[src/rtl/tt_proj_mux_ctrl.sv]
// Project mux controller: synchronizes the control pads, keeps the project-select
// counter, enables exactly one wrapper with a guard gap on every selection change,
// broadcasts the input bundle and returns the selected wrapper's output bundle.
module tt_proj_mux_ctrl #(
  parameter int unsigned N_PROJ    = 24,
  parameter int unsigned SEL_W     = 5,
  parameter int unsigned IW_W      = 18,
  parameter int unsigned OW_W      = 24,
  parameter int unsigned GUARD_CYC = 4
) (
  input  logic                     clk,
  input  logic                     rst,
  input  logic                     ctrl_sel_rst,
  input  logic                     ctrl_sel_inc,
  input  logic                     ctrl_ena,
  input  logic [IW_W-1:0]          spine_iw,
  output logic [OW_W-1:0]          spine_ow,
  output logic [N_PROJ-1:0]        proj_ena,
  output logic [IW_W-1:0]          proj_iw,
  input  logic [N_PROJ*OW_W-1:0]   proj_ow,
  output logic [SEL_W-1:0]         sel,
  output logic                     active
);

  localparam int unsigned GcntW     = (GUARD_CYC > 1) ? $clog2(GUARD_CYC) : 1;
  localparam int unsigned GcntLastI = (GUARD_CYC == 0) ? 0 : GUARD_CYC - 1;
  localparam logic [GcntW-1:0] GcntLast = GcntW'(GcntLastI);
  localparam logic [SEL_W-1:0] SelLast  = SEL_W'(N_PROJ - 1);

  typedef enum logic [1:0] {StOff, StGuard, StOn} state_e;

  // Two-flop synchronizers; bit 1 is the synchronized value.
  logic [1:0] rst_sync_q, inc_sync_q, ena_sync_q;
  logic       inc_s_q;
  logic       sel_rst_s, inc_s, ena_s, inc_edge;

  logic [SEL_W-1:0]  sel_q, sel_d, sel_last_q, cur_q, cur_d;
  logic [GcntW-1:0]  gcnt_q, gcnt_d;
  state_e            state_q, state_d;
  logic [N_PROJ-1:0] proj_ena_q, proj_ena_d;
  logic [IW_W-1:0]   proj_iw_q, proj_iw_d;
  logic [OW_W-1:0]   spine_ow_q, spine_ow_d;
  logic              sel_chg;

  assign sel_rst_s = rst_sync_q[1];
  assign inc_s     = inc_sync_q[1];
  assign ena_s     = ena_sync_q[1];
  assign inc_edge  = inc_s & ~inc_s_q;
  // Selection moved on the last edge; used to restart the guard count.
  assign sel_chg   = (sel_q != sel_last_q);

  // Pad synchronizers and the inc edge-detect delay.
  always_ff @(posedge clk) begin
    if (rst) begin
      rst_sync_q <= '0;
      inc_sync_q <= '0;
      ena_sync_q <= '0;
      inc_s_q    <= 1'b0;
    end else begin
      rst_sync_q <= {rst_sync_q[0], ctrl_sel_rst};
      inc_sync_q <= {inc_sync_q[0], ctrl_sel_inc};
      ena_sync_q <= {ena_sync_q[0], ctrl_ena};
      inc_s_q    <= inc_s;
    end
  end

  // Select counter: clear wins over increment, wraps at N_PROJ-1.
  always_comb begin
    sel_d = sel_q;
    if (sel_rst_s) begin
      sel_d = '0;
    end else if (inc_edge) begin
      sel_d = (sel_q == SelLast) ? '0 : sel_q + 1'b1;
    end
  end

  // FSM next state: dropping enable always wins, then selection changes.
  always_comb begin
    state_d = state_q;
    cur_d   = cur_q;
    gcnt_d  = gcnt_q;
    unique case (state_q)
      StOff: begin
        if (ena_s) begin
          state_d = StGuard;
          gcnt_d  = '0;
        end
      end
      StGuard: begin
        if (!ena_s) begin
          state_d = StOff;
        end else if (sel_chg) begin
          gcnt_d = '0;
        end else if (gcnt_q == GcntLast) begin
          state_d = StOn;
          cur_d   = sel_q;
        end else begin
          gcnt_d = gcnt_q + 1'b1;
        end
      end
      StOn: begin
        if (!ena_s) begin
          state_d = StOff;
        end else if (sel_q != cur_q) begin
          state_d = StGuard;
          gcnt_d  = '0;
        end
      end
      default: state_d = StOff;
    endcase
  end

  // Output next values: everything forced to zero unless ON.
  always_comb begin
    proj_ena_d = '0;
    proj_iw_d  = '0;
    spine_ow_d = '0;
    if (state_q == StOn) begin
      proj_ena_d = N_PROJ'(1) << cur_q;
      proj_iw_d  = spine_iw;
      spine_ow_d = proj_ow[32'(cur_q) * OW_W +: OW_W];
    end
  end

  // State, counter and output registers.
  always_ff @(posedge clk) begin
    if (rst) begin
      state_q    <= StOff;
      sel_q      <= '0;
      sel_last_q <= '0;
      cur_q      <= '0;
      gcnt_q     <= '0;
      proj_ena_q <= '0;
      proj_iw_q  <= '0;
      spine_ow_q <= '0;
    end else begin
      state_q    <= state_d;
      sel_q      <= sel_d;
      sel_last_q <= sel_q;
      cur_q      <= cur_d;
      gcnt_q     <= gcnt_d;
      proj_ena_q <= proj_ena_d;
      proj_iw_q  <= proj_iw_d;
      spine_ow_q <= spine_ow_d;
    end
  end

  assign proj_ena = proj_ena_q;
  assign proj_iw  = proj_iw_q;
  assign spine_ow = spine_ow_q;
  assign sel      = sel_q;
  assign active   = (state_q == StOn);

endmodule
[config.mk]
export PLATFORM = sky130hd
export DESIGN_NAME = tt_proj_mux_ctrl
export DESIGN_NICKNAME = d
export VERILOG_FILES = /design/src/rtl/tt_proj_mux_ctrl.sv
export SDC_FILE = /design/constraint.sdc
export NUM_CORES = 1
export LEC_CHECK = 0
export BUFFER_PORTS_ARGS = -buffer_cell sky130_fd_sc_hd__buf_2
export CAP_MARGIN = 20
export CORE_AREA = 2 2 262 264
export CTS_BUF_LIST = sky130_fd_sc_hd__clkbuf_4
export CTS_CLUSTER_DIAMETER = 120
export DETAILED_ROUTE_END_ITERATION = 10
export DIE_AREA = 0 0 264 266
export GPL_TIMING_DRIVEN = 0
export PLACE_DENSITY_LB_ADDON = 0.2
export RECOVER_POWER = 25
export SETUP_SLACK_MARGIN = 0.02
export SYNTH_ARGS = -nofsm -noshare
export SYNTH_HDL_FRONTEND = slang
export SYNTH_SLANG_ARGS = --single-unit
[constraint.sdc]
create_clock -name clk -period 1.8 [get_ports clk]
set_input_delay 0.27 -clock clk [delete_from_list [all_inputs] [get_ports clk]]
set_output_delay 0.27 -clock clk [all_outputs]
set_load 0.05 [all_outputs]
==> results of run 1 <==
==> timing repair <==
action,CTS,global route
setup buffers,36,6
endpoints found under the hold margin,22,0
pin swaps,20,14
setup endpoints to repair,64,44
gates resized for setup,192,19
hold buffers,23,0
gates cloned,3,3
==> final cells by class <==
type                       instances  area share (%)
multi-input combinational        435            41.0
timing repair buffer             740            31.2
sequential                        92            13.6
tap                              882            8.09
buffer                            60            4.72
clock inverter                     6           0.569
clock buffer                      10           0.550
antenna                           15           0.275
inverter                           1          0.0275
==> report_power, final <==
part	internal [mW]	switching, mW
clock	0.466	0.971
sequential	2.05	0.00633
combinational	0.769	0.452
total	3.28	1.43
==> worst reg2reg max path: cells and delay by family (launching register included) <==
kind                   cells  cell delay, ns
AO/OA/AOI/OAI              2            0.34
multiplexers               2            0.92
flip-flops                 1            0.38
buffers and inverters      3            0.44
==> per-layer routing <==
layer / vias up / track usage (%) / wire length [um]
li1: 3892 / - / -
met1: 4326 / 18.7 / 23000
met2: 486 / 28.6 / 30100
met3: 70 / 3.49 / 3680
met4: 6 / 4.85 / 1430
met5: - / 0 / 33
==> path summary, 6_finish.rpt <==
check / endpoint / slack (ns) / cells after the start
min: spine_ow[3]$_SDFF_PP0_ / 0.1 / 5
max: spine_ow[19]$_SDFF_PP0_ / -0.38 / 7
min reg2reg: ena_sync_q[1]$_SDFF_PP0_ / 0.46 / 1
max reg2reg: spine_ow[19]$_SDFF_PP0_ / -0.38 / 7
==> cell usage in the layout, fill, tap and decap left out, types with 3 or more instances in the layout <==
cell type	netlist	final
mux2i_2	0	11
clkbuf_2	0	10
mux2i_4	0	19
mux4_2	132	132
nor2_2	0	3
o21ai_1	9	10
mux2i_1	84	54
buf_2	28	668
buf_6	6	13
nand3_1	10	6
nor2_1	36	33
buf_8	0	8
mux2_2	12	12
o221ai_1	6	6
o21ai_0	17	16
dfxtp_1	92	84
a21oi_1	15	14
xnor2_1	11	9
clkbuf_16	0	3
o22a_1	18	12
and2_1	18	13
dfxtp_2	0	7
buf_4	10	32
clkbuf_4	0	18
nor3_1	5	4
diode_2	0	15
a21boi_0	6	6
buf_16	0	4
dlygate4sd3_1	0	23
clkbuf_1	16	6
nand2_1	14	12
nand3b_1	4	4
buf_12	0	25
o22a_2	0	5
and2_0	0	5
nand3_2	1	5
nor2b_1	15	15
==> metrics by stage <==
step	cells	setup TNS (ns)	setup slack (ns)	cell area [um2]
final	2241	-7.01	-0.376	13600
after global placement	2142	-45.96	-1.45	11900
after floorplan	590	0	0.0412	7420
after global routing	2237	-13.32	-0.453	13600
after CTS	2219	-8.95	-0.446	13400
after detailed placement	2144	-42.48	-1.19	11900
==> sequential cells by signal (all words and copies together), names as in the netlist <==
| name | cells |
|---|---|
| proj_iw | 18 |
| ena_sync_q | 2 |
| spine_ow | 24 |
| rst_sync_q | 2 |
| sel_last_q | 5 |
| cur_q | 5 |
| proj_ena | 24 |
| gcnt_q | 2 |
| sel | 5 |
| inc_sync_q | 2 |
| inc_s_q | 1 |
| state_q | 2 |
==> logic make-up after synthesis <==
group / synth area share [%]
adder cells (fa/ha/maj): 0.337
buffers and inverters: 4.78
XOR/XNOR: 1.54
multiplexers: 53.3
flip-flops: 24.8
AND/OR/NAND/NOR: 8.71
AO/OA/AOI/OAI: 6.53
==> reports/results.ini, run 1 <==
[run_status]
status=finished, violations left
failed_checks=setup timing

[global_route]
grt_max_degree=18
grt_pass1_wl_mm=75.3
grt_use_total_pct=15.9
overflow=0
grt_pass1_vias=9372
antenna_found_initial=25

[logic_synthesis]
synth_area_um2=7410
synth-edff-count=0
syn_inst=590
synthTopCellsByCount=mux4_2 (132), dfxtp_1 (92), mux2i_1 (84)
yosysSeqAreaShare_pct=24.8
avgSynthCellArea_um2=12.6
ys_async_sr_fraction_pct=0
syn-num-nets=1191
synth.most_common_cell=mux4_2
synth-main-ff-cell=dfxtp_1
synthDominantCellAreaShare_pct=40.1
ys_seq_elements=92
yosysWarnings=0
yosys.area.top_type=mux4_2
synth.distinct_cells=40
synth_area_leaders=mux4_2 (40%), dfxtp_1 (25%), mux2i_1 (11%)

[die]
die_y_um=266
start_util_pct=10.9
boundaryPins=671
rows=96
core_um2=67700
die_w_um=264
die_area_um2=70200

[routing]
final_antenna_net_count=0
dr.pass1.iters=5
vias=8780
wl_per_cell_um=26.0
drtIter0Drc=457
drc=0
vias_per_cell=3.92
drt_wl_total_mm=58.2

[worst_setup_path]
crit_buf_inv=3
arrival_ns=2.67
slowest_delay_ns=0.58
cp_slowest_cell=mux4_2
cp-startpoint=cur_q[0]$_SDFFE_PP0P_
r2r-start=cur_q[0]$_SDFFE_PP0P_
cp-end-kind=flop
crit_top_cell=buf_16
critPathRequiredTime_ns=2.29
critical_path.max_fanout=6
crit_type=flop to flop
path_delay_family=multiplexers
cp_cell_sequence=buf_12 > buf_16 > buf_16 > mux4_2 > mux2i_4 > o22a_2 > o21ai_1
start_kind=flop

[clock_network]
cts_buffers=9
clock_path_buffers=2
clock_sinks=92
clkTransAtPathRegs_ns=0.18
clock_latency_ns=0.59
cts_tree=built
cts_root_buf=clkbuf_4
cts_max_level=3

[timing]
setup_slack_ns=-0.376
timing.final.crit_share_pct=121
rsz0062_at_grt=yes
fmax_ghz=0.460
relSlewSlack_pct=56.2
finalSetupViolCount=35
drv_slew=0
hold_violations=0
finClkSkew_ns=0.0302
worstMarginPinSlew_ns=0.656
finalCriticalPeriod_ns=2.18
holdWs_ns=0.0977

[pwr]
vdd_drop_max_v=0.000207
power_density_nw_per_um2=345
power.leakage_nw=5.62
power_mw=4.71

[min_path]
hp-start=proj_ow[483]
min_path_type=input pin to flop

[layout]
final_core_util_pct=20.1
fin_nets=1940
fillCellCount=7575
regArea_um2=1850
drive_gt1_share_pct=74.0
multiInputGateArea_um2=5590
area_delta_synth_final_pct=84.0

[place]
place.gp.congestion=0.851
place_hpwl_mm=49.0
port_buffers=670

[run]
maxCapViolations=0

No activity file was read; power rests on OpenSTA's default activity.
==> run 2, diff against run 1 <==
Settings changed: TNS_END_PERCENT from default to 10.
==> reports/results.ini, run 2 (same netlist as run 1, synthesis figures left out) <==
[run_status]
status=finished, violations left
failed_checks=setup timing

[layout]
multiInputGateArea_um2=5570
fin_nets=1911
final_cell_mix=buf_2 (667), mux4_2 (132), dfxtp_1 (87)
area_delta_synth_final_pct=76.3
fillCellCount=7629
stdcell_area_um2=13100
drive_gt1_share_pct=72.9
regArea_um2=1850
final_common_cell=buf_2

[place]
place_hpwl_mm=47.1
placed_area_um2=11900
port_buffers=670
pre_cts_ws_ns=-1.22
place.gp.congestion=0.880

[global_route]
grt_use_total_pct=15.0
grt_max_degree=17
grt_pass1_vias=9311
antenna_found_initial=20
overflow=0
grt_pass1_wl_mm=72.0

[worst_setup_path]
crit_type=flop to flop
slowest_delay_ns=0.54
cp-startpoint=cur_q[0]$_SDFFE_PP0P_
crit_buf_inv=3
crit_top_cell=buf_12
r2r-start=cur_q[0]$_SDFFE_PP0P_
arrival_ns=2.56
r2r_slack_ns=-0.30
r2r-end=spine_ow[18]$_SDFF_PP0_
cp-end-kind=flop
r2r_cells=7
cp_cell_sequence=buf_12 > buf_12 > buf_12 > mux4_2 > mux2i_4 > o22a_1 > o21ai_1
start_kind=flop
crit_cells=7
path_delay_family=multiplexers
cp_slowest_cell=mux4_2
critPathRequiredTime_ns=2.25
critPathCapture=spine_ow[18]$_SDFF_PP0_
critical_path.max_fanout=7

[pwr]
p_int_mw=3.25
p_sw_mw=1.33
sw_frac_of_total_pct=29.1
power_density_nw_per_um2=350
p_comb_share_pct=26.4
seqPwrFrac_pct=44.8
power.leakage_nw=5.38
power_mw=4.58
clock_power_share_pct=28.8
vdd_drop_max_v=0.000226

[clock_network]
cts_tree=built
clock_latency_ns=0.57
clkTransAtPathRegs_ns=0.17
clock_path_buffers=2
cts_max_level=3
clock_sinks=92
cts_buffers=9
cts_root_buf=clkbuf_4

[timing]
worstMarginPinSlew_ns=0.540
setup_slack_ns=-0.304
hold_violations=0
finClkSkew_ns=0.0277
relSlewSlack_pct=63.7
fmax_ghz=0.475
rsz0062_at_grt=yes
finalSetupViolCount=25
finalCriticalPeriod_ns=2.10
drv_slew=0
timing.final.crit_share_pct=117
holdWs_ns=0.114
tns_ns=-5.31

[die]
start_util_pct=10.9
die_w_um=264
die_area_um2=70200
boundaryPins=671
core_um2=67700
rows=96
die_y_um=266

[routing]
drc=0
drtIter0Drc=253
final_antenna_net_count=0
vias=8614
drt_wl_total_mm=54.2
dr.pass1.iters=4
vias_per_cell=3.90
wl_per_cell_um=24.6

[min_path]
min_path_type=input pin to flop

[run]
maxCapViolations=0

run 2: cell count changes in the layout (fill, tap and decap cells not counted), moves of 3 or more:
cell       change
buf_12        -12
buf_16         -4
buf_4         -13
buf_6          +5
buf_8          -5
clkbuf_16      -3
clkbuf_2       +6
dfxtp_1        +3
dfxtp_2        -3
diode_2        -5
nor2_1         +3
nor2_2         -3
run 2: through the flow:
stage          util, %  std cells
5_1_grt           19.3       2205
6_report          19.3       2207
3_3_place_gp      17.5       2142
3_5_place_dp      17.5       2142
4_1_cts           19.0       2194
2_1_floorplan        -        590
run 2: routing by layer:
layer	global-route usage [%]	up-vias	wire [um]
li1	-	3829	-
met4	3.73	6	1020
met2	27.9	391	29100
met5	0	-	41
met3	2.88	51	2550
met1	17.4	4337	21600
run 2: cell type report:
cell class / instances / area share, %
Inverter: 1 / 0.0287
Antenna cell: 10 / 0.191
Clock buffer: 9 / 0.517
Multi-Input combinational cell: 435 / 42.6
Tap cell: 882 / 8.44
Timing Repair Buffer: 710 / 29.1
Sequential cell: 92 / 14.2
Buffer: 61 / 4.46
Clock inverter: 7 / 0.555
run 2: power groups by stage:
stage / Combinational (mW) / Sequential (mW) / Clock (mW)
after floorplan: 0.318 / 2.10 / 0
after global placement: 1.11 / 2.10 / 0
after detailed placement: 1.13 / 2.10 / 0
after CTS: 1.21 / 2.05 / 1.46
after global routing: 1.30 / 2.06 / 1.52
final: 1.21 / 2.05 / 1.32
run 2: repair_timing:
action / 4_1_cts / 5_1_grt
endpoints found under the hold margin: 22 / 0
hold buffers: 23 / 0
setup buffers: 12 / 5
resized for setup: 124 / 60
setup endpoints to repair: 66 / 64
gates cloned: 1 / 0
pin swaps: 9 / 8
run 2: worst min-delay path: stages:
cell,delay [ns]
buf_2,0.08
mux2i_1,0.09
nand2_1,0.08
nand3_1,0.06
o221ai_1,0.06
run 2: worst min path at each step:
stage / from / to / slack [ns] / cells after the start
2_1_floorplan: spine_iw[0] / proj_iw[0]$_SDFF_PP0_ / 0.39 / 1
3_3_place_gp: rst_sync_q[0]$_SDFF_PP0_ / rst_sync_q[1]$_SDFF_PP0_ / 0.43 / 1
3_5_place_dp: rst_sync_q[0]$_SDFF_PP0_ / rst_sync_q[1]$_SDFF_PP0_ / 0.43 / 1
4_1_cts: proj_ow[551] / spine_ow[23]$_SDFF_PP0_ / 0.005 / 5
5_1_grt: proj_ow[551] / spine_ow[23]$_SDFF_PP0_ / 0.05 / 5
6_report: proj_ow[551] / spine_ow[23]$_SDFF_PP0_ / 0.11 / 5
==> run 3, diff against run 2 <==
Settings changed: CORE_AREA 2 2 262 264 to 2 2 259 261, DIE_AREA 0 0 264 266 to 0 0 261 263.
==> reports/results.ini, run 3 (same netlist as run 1, synthesis figures left out) <==
[die]
die_y_um=263
die_w_um=261
die_area_um2=68600
boundaryPins=671
start_util_pct=11.3
rows=94
core_um2=65600

[routing]
met1_length_mm=22.7
drtIter0Drc=340
drc=0
drt_wl_total_mm=57.8
dr.pass1.iters=5
vias=8488
routed.top_layer=met5
final_antenna_net_count=0
met3_length_mm=2.78
vias_per_cell=3.87
wl_per_cell_um=26.4
routed-wl-met2_mm=31.2

[layout]
multiInputGateArea_um2=5500
final_core_util_pct=19.8
stdcell_area_um2=13000
fillCellCount=7391
regArea_um2=1850
final_common_cell=buf_2
area_delta_synth_final_pct=75.0
final_cell_mix=buf_2 (666), mux4_2 (132), dfxtp_1 (89)
fin_nets=1911
drive_gt1_share_pct=72.3

[timing]
hold_violations=0
relSlewSlack_pct=48.5
timing.final.crit_share_pct=117
setup_slack_ns=-0.315
finClkSkew_ns=0.0358
finalSetupViolCount=35
finalCriticalPeriod_ns=2.11
rsz0062_at_grt=yes
drv_slew=0
holdWs_ns=0.116
worstMarginPinSlew_ns=0.772
fmax_ghz=0.473
tns_ns=-5.65

[clock_network]
clkTransAtPathRegs_ns=0.18
clock_latency_ns=0.59
cts_root_buf=clkbuf_4
clock_sinks=92
cts_max_level=3
cts_tree=built
cts_buffers=9
clock_path_buffers=2

[worst_setup_path]
crit_type=flop to flop
path_delay_family=multiplexers
r2r_slack_ns=-0.31
start_kind=flop
cp_cell_sequence=buf_12 > buf_16 > buf_16 > mux4_2 > mux2i_4 > o22a_2 > o21ai_1
arrival_ns=2.56
crit_top_cell=buf_16
cp_slowest_cell=mux4_2
critPathRequiredTime_ns=2.25
cp-end-kind=flop
slowest_delay_ns=0.53
critical_path.max_fanout=8
crit_buf_inv=3

[place]
place_hpwl_mm=49.8
port_buffers=670
placed_area_um2=11900
place.gp.congestion=0.910

[pwr]
vdd_drop_max_v=0.000363
power.leakage_nw=5.35
power_mw=4.59
power_density_nw_per_um2=354

[run_status]
failed_checks=setup timing
status=finished, violations left

[global_route]
grt_use_total_pct=16.5
antenna_found_initial=28
overflow=0
grt_pass1_vias=9389
grt_max_degree=16
grt_pass1_wl_mm=76.6

[run]
maxCapViolations=0

[min_path]
min_path_type=input pin to flop

run 3: layer usage:
| layer | vias to the layer above | track usage (%) |
|---|---|---|
| met1 | 4196 | 19.2 |
| met3 | 55 | 3.08 |
| met5 | - | 0 |
| met4 | 4 | 4.88 |
| li1 | 3832 | - |
| met2 | 401 | 30.2 |
run 3: layout make-up:
cell class,instances,share of cell area [%]
multi-input combinational,435,42.4
antenna,13,0.251
inverter,1,0.0289
tap,864,8.33
clock inverter,6,0.482
buffer,62,4.59
timing repair buffer,709,29.2
clock buffer,10,0.579
sequential,92,14.2
run 3: final timing paths:
check | from | end | depth (start not counted)
worst max-delay path | cur_q[0]$_SDFFE_PP0P_ | spine_ow[18]$_SDFF_PP0_ | 7
worst max register to register | cur_q[0]$_SDFFE_PP0P_ | spine_ow[18]$_SDFF_PP0_ | 7
worst min register to register | inc_sync_q[0]$_SDFF_PP0_ | inc_sync_q[1]$_SDFF_PP0_ | 1
worst min-delay path | proj_ow[483] | spine_ow[3]$_SDFF_PP0_ | 5
run 3: metrics by stage:
stage,setup slack (ns),cells
global placement,-1.30,2124
global route,-0.439,2191
floorplan,-0.147,590
finish,-0.315,2192
CTS,-0.404,2172
detailed placement,-1.31,2124
run 3: power by group:
part           internal [mW]  switching [mW]
clock                  0.438           0.894
combinational          0.760           0.443
sequential              2.05         0.00666
total                   3.25            1.34
run 3: timing repair:
| item | CTS | global route |
|---|---|---|
| hold buffers | 23 | 0 |
| endpoints found under the setup margin | 65 | 59 |
| hold endpoints to repair | 22 | 0 |
| cloned | 2 | 2 |
| buffers inserted | 7 | 6 |
| gates resized for setup | 131 | 29 |
| pin swaps | 12 | 1 |
run 3: worst min-delay path, cell delays in order:
cell and delay (ns):
buf_2 0.07, mux2i_1 0.10, nand2_1 0.08, nand3_1 0.07, o221ai_1 0.07
